===== config.mk =====
export PLATFORM = sky130hd
export DESIGN_NAME = input_debouncer
export DESIGN_NICKNAME = d
export VERILOG_FILES = /design/src/rtl/input_debouncer.sv
export SDC_FILE = /design/constraint.sdc
export NUM_CORES = 1
export LEC_CHECK = 0
export ABC_CLOCK_PERIOD_IN_PS = 1400
export BUFFER_PORTS_ARGS = -buffer_cell sky130_fd_sc_hd__buf_2
export CAP_MARGIN = 20
export CORE_AREA = 2 2 39 41
export CTS_CLUSTER_DIAMETER = 40
export DETAILED_ROUTE_END_ITERATION = 10
export DIE_AREA = 0 0 41 43
export PLACE_DENSITY = 0.42
export RECOVER_POWER = 25
export SLEW_MARGIN = 20
export SYNTH_ARGS = -nofsm -noshare
export SYNTH_HDL_FRONTEND = slang
export SYNTH_SLANG_ARGS = --single-unit

===== constraint.sdc =====
create_clock -name clk -period 1.4 [get_ports clk]
set_input_delay 0.07 -clock clk [delete_from_list [all_inputs] [get_ports clk]]
set_output_delay 0.07 -clock clk [all_outputs]
set_load 0.02 [all_outputs]

===== src/rtl/input_debouncer.sv =====
// Debounces a raw asynchronous level into a clean synchronous x_out with rise/fall pulses.
// Optional rejected-glitch counter is built when DEBOUNCE_GLITCH_CNT_EN is defined.
module input_debouncer #(
    parameter int STABLE_CYCLES = 4,
    parameter int CNT_W         = 3,
    parameter int GLITCH_W      = 8
) (
    input  logic                clk,
    input  logic                reset,
    input  logic                raw_in,
    output logic                x_out,
    output logic                rise_p,
    output logic                fall_p,
`ifdef DEBOUNCE_GLITCH_CNT_EN
    output logic [GLITCH_W-1:0] glitch_cnt,
`endif
    output logic                busy
);

    if (STABLE_CYCLES < 2 || STABLE_CYCLES > (2**CNT_W) - 1 || GLITCH_W < 1) begin : g_bad_params
        $error("input_debouncer: illegal STABLE_CYCLES/CNT_W/GLITCH_W combination");
    end

    typedef enum logic {STABLE = 1'b0, PENDING = 1'b1} state_t;

    localparam logic [CNT_W-1:0] CNT_LAST = CNT_W'(STABLE_CYCLES - 1);

    logic             s1_q, s1_d, s2_q, s2_d;
    state_t           state_q, state_d;
    logic [CNT_W-1:0] cnt_q, cnt_d;
    logic             x_q, x_d, rise_q, rise_d, fall_q, fall_d, busy_q, busy_d;

    always_comb begin
        s1_d    = raw_in;
        s2_d    = s1_q;
        state_d = state_q;
        cnt_d   = cnt_q;
        x_d     = x_q;
        rise_d  = 1'b0;
        fall_d  = 1'b0;
        case (state_q)
            STABLE: begin
                if (s2_q != x_q) begin
                    state_d = PENDING;
                    cnt_d   = CNT_W'(1);
                end else begin
                    cnt_d   = '0;
                end
            end
            PENDING: begin
                // A single matching sample throws away all accumulated credit.
                if (s2_q == x_q) begin
                    state_d = STABLE;
                    cnt_d   = '0;
                end else if (cnt_q == CNT_LAST) begin
                    x_d     = ~x_q;
                    rise_d  = ~x_q;
                    fall_d  = x_q;
                    state_d = STABLE;
                    cnt_d   = '0;
                end else begin
                    cnt_d   = cnt_q + CNT_W'(1);
                end
            end
            default: begin
                state_d = STABLE;
                cnt_d   = '0;
            end
        endcase
        busy_d = (state_d == PENDING);
    end

    always_ff @(posedge clk or posedge reset) begin
        if (reset) begin
            s1_q    <= 1'b0;
            s2_q    <= 1'b0;
            state_q <= STABLE;
            cnt_q   <= '0;
            x_q     <= 1'b0;
            rise_q  <= 1'b0;
            fall_q  <= 1'b0;
            busy_q  <= 1'b0;
        end else begin
            s1_q    <= s1_d;
            s2_q    <= s2_d;
            state_q <= state_d;
            cnt_q   <= cnt_d;
            x_q     <= x_d;
            rise_q  <= rise_d;
            fall_q  <= fall_d;
            busy_q  <= busy_d;
        end
    end

    assign x_out  = x_q;
    assign rise_p = rise_q;
    assign fall_p = fall_q;
    assign busy   = busy_q;

`ifdef DEBOUNCE_GLITCH_CNT_EN
    logic [GLITCH_W-1:0] glitch_q, glitch_d;
    logic                glitch_hit;

    // Saturating count of PENDING exits caused by a matching sample.
    always_comb begin
        glitch_hit = (state_q == PENDING) && (s2_q == x_q);
        glitch_d   = glitch_q;
        if (glitch_hit && glitch_q != {GLITCH_W{1'b1}}) begin
            glitch_d = glitch_q + GLITCH_W'(1);
        end
    end

    always_ff @(posedge clk or posedge reset) begin
        if (reset) begin
            glitch_q <= '0;
        end else begin
            glitch_q <= glitch_d;
        end
    end

    assign glitch_cnt = glitch_q;
`endif

endmodule


==> flow_metrics.env <==
export IMPL_status="completed"
export IMPL_grt_overflow_total=0
export IMPL_ys_seq_area_share_pct=65.0
export IMPL_synth_largest_area_cell="dfrtp_1"
export IMPL_clock_sinks=9
export IMPL_r2r_start="cnt_q[0]"
export IMPL_highest_layer="met4"
export IMPL_final_cell_mix="dfrtp_1 (9), buf_2 (6), clkbuf_4 (3)"
export IMPL_synth_nets=27
export IMPL_fmax_mhz=786
export IMPL_synthTopCellsByArea="dfrtp_1 (65%), nor3b_2 (7.2%), mux2_4 (4.3%), nor3b_1 (4.3%), nor2b_4 (4.0%)"
export IMPL_drtIter0Drc=7
export IMPL_seqCellArea_um2=225
export IMPL_cts_inserted_buffers=3
export IMPL_antenna_found_initial=0
export IMPL_start_kind="register"
export IMPL_clk_pin_slew_ns=0.06
export IMPL_end_kind="register"
export IMPL_finalMaxSlewViolations=0
export IMPL_synth_cells=23
export IMPL_p_per_area_nw_per_um2=1840
export IMPL_num_vias=215
export IMPL_setup_viol_count_final=0
export IMPL_slew_headroom_pct=77.1
export IMPL_io_pin_count=7
export IMPL_num_fill_cells=141
export IMPL_worstPathMaxFanout=4
export IMPL_clk_latency_ns=0.26
export IMPL_cts_root_buf="clkbuf_4"
export IMPL_fin_nets=40
export IMPL_setup_tns_ns=0
export IMPL_numPortBuffers=6
export IMPL_core_region_area_um2=1380
export IMPL_clock_path_buffers=2
export IMPL_fp_dieW_um=41
export IMPL_post_place_cells=45
export IMPL_syn_cell_area_um2=347
export IMPL_hpwlAfterDp_um=416
export IMPL_regToRegEndpoint="x_out"
export IMPL_syn_area_per_cell_um2=15.1
export IMPL_grtUsageTotal_pct=8.51
export IMPL_fin_crit_sh_pct=90.9
export IMPL_ant_nets=0
export IMPL_p_leak_nw=0.216
export IMPL_routed_wl_um=566
export IMPL_skew_ns=0.00388
export IMPL_cts_tree="built"
export IMPL_final_hold_viol_count=0
export IMPL_drc=0
export IMPL_worst_pin_slew_ns=0.343
export IMPL_peakVddDrop_mv=0.673
export IMPL_routabilityCongestion=0.731
export IMPL_start_util_pct=25.0
export IMPL_viasPerCell=4.22
export IMPL_chipHeight_um=43
export IMPL_synth_seq_cells=9
export IMPL_finalNonFillerCells=51
export IMPL_rows=14
export IMPL_rsz0062_at_grt="false"
export IMPL_grt_pass1_wl_um=938
export IMPL_rr_worst_depth=4
export IMPL_wl_met3_um=32
export IMPL_firstDrtPassIters=4
export IMPL_multi_input_area_um2=118
export IMPL_wl_per_cell_um=11.1
export IMPL_dieArea_um2=1760
export IMPL_area_delta_synth_final_pct=27.8
export IMPL_cap_violations=0
export IMPL_fin_crit_ns=1.27
export IMPL_wl_met1_um=244
export IMPL_antenna_cells=0
export IMPL_final_layout_size_suffix_gt1_share_pct=40.0
export IMPL_post_cts_setup_buffers=0
export IMPL_synth_top_area_share_pct=65.0
export IMPL_hold_class="input pin to asynchronous set/reset pin"
export IMPL_dr_wl_met2_um=273
export IMPL_critPathRequiredTime_ns=1.55
export IMPL_final_common_cell="dfrtp_1"
export IMPL_grt_start_max_net_pins=10
export IMPL_critPathArrivalTime_ns=1.42
export IMPL_yosysWarnings=0
export IMPL_grt_pass1_vias=236
export IMPL_htree_levels=1
export IMPL_synth_cell_types=12
export IMPL_rrSetupSlack_ns=0.13
export IMPL_crit_type="register to register"
==> state kept, by name, summed over array words and instances (netlist names) <==
name,count
s2_q,1
rise_p,1
s1_q,1
x_out,1
busy,1
cnt_q,3
fall_p,1
==> cell type report <==
cell class	instances	area share, %
flip-flops and latches	9	50.8
inverters	1	0.847
repair buffers	8	11.3
multi-input cells	13	26.6
well taps	16	4.52
clock buffers	4	5.93
==> layer usage <==
| layer | GRT usage [%] | vias up |
|---|---|---|
| met5 | 0 | - |
| met1 | 9.60 | 106 |
| met3 | 3.14 | 2 |
| met2 | 11.6 | 7 |
| met4 | 8.00 | 0 |
| li1 | - | 100 |
==> critical path: stages, from the launching register on <==
cell	delay, ns
dfrtp_1	0.38
ha_1	0.22
nor2b_4	0.14
nand2_2	0.10
mux2_4	0.30
==> metrics by stage <==
stage	utilization (%)	hold slack [ns]	cell area, um2	worst slack [ns]	total power (W)
floorplan	-	-0.102	347	0.201	0.000544
global placement	28.7	0.0337	397	0.157	0.000600
detailed placement	28.7	0.0501	397	0.138	0.000618
CTS	32.0	0.323	443	0.127	0.000826
global route	32.0	0.340	443	0.0782	0.000864
finish	32.0	0.305	443	0.127	0.000815
==> logic make-up after synthesis <==
kind of cell,share of synthesized area [%]
multiplexers,4.33
AND/OR/NAND/NOR,22.0
buffers and inverters,1.08
flip-flops,65.0
XOR/XNOR,2.53
adder cells (fa/ha/maj),3.61
AO/OA/AOI/OAI,1.44
==> cell usage after synthesis (all sizes together) <==
master	n
o21ai	1
xor2	1
inv	1
mux2	1
ha	1
nor2b	1
and2	2
dfrtp	9
nor3b	4
nand2	2
==> worst max-delay path by stage <==
stage	start	end	slack, ns	cells past startpoint
after detailed placement	cnt_q[0]	x_out	0.14	4
final	cnt_q[0]	x_out	0.13	4
after global placement	cnt_q[0]	x_out	0.16	4
after CTS	cnt_q[0]	x_out	0.13	4
after global routing	cnt_q[0]	x_out	0.08	4
after floorplan	cnt_q[0]	x_out	0.20	4
==> power breakdown <==
part           switching (W)  internal, W  leakage (nW)
combinational       0.000123     0.000117        0.0854
clock              0.0000924     0.000110        0.0150
sequential         0.0000507     0.000322         0.115
total               0.000266     0.000549         0.216
==> what timing repair did <==
item                                   in CTS  in global routing
gates resized for setup                     0                  0
hold buffers                                2                  0
endpoints found under the hold margin      10                  0
No activity file was read; power rests on OpenSTA's default activity.
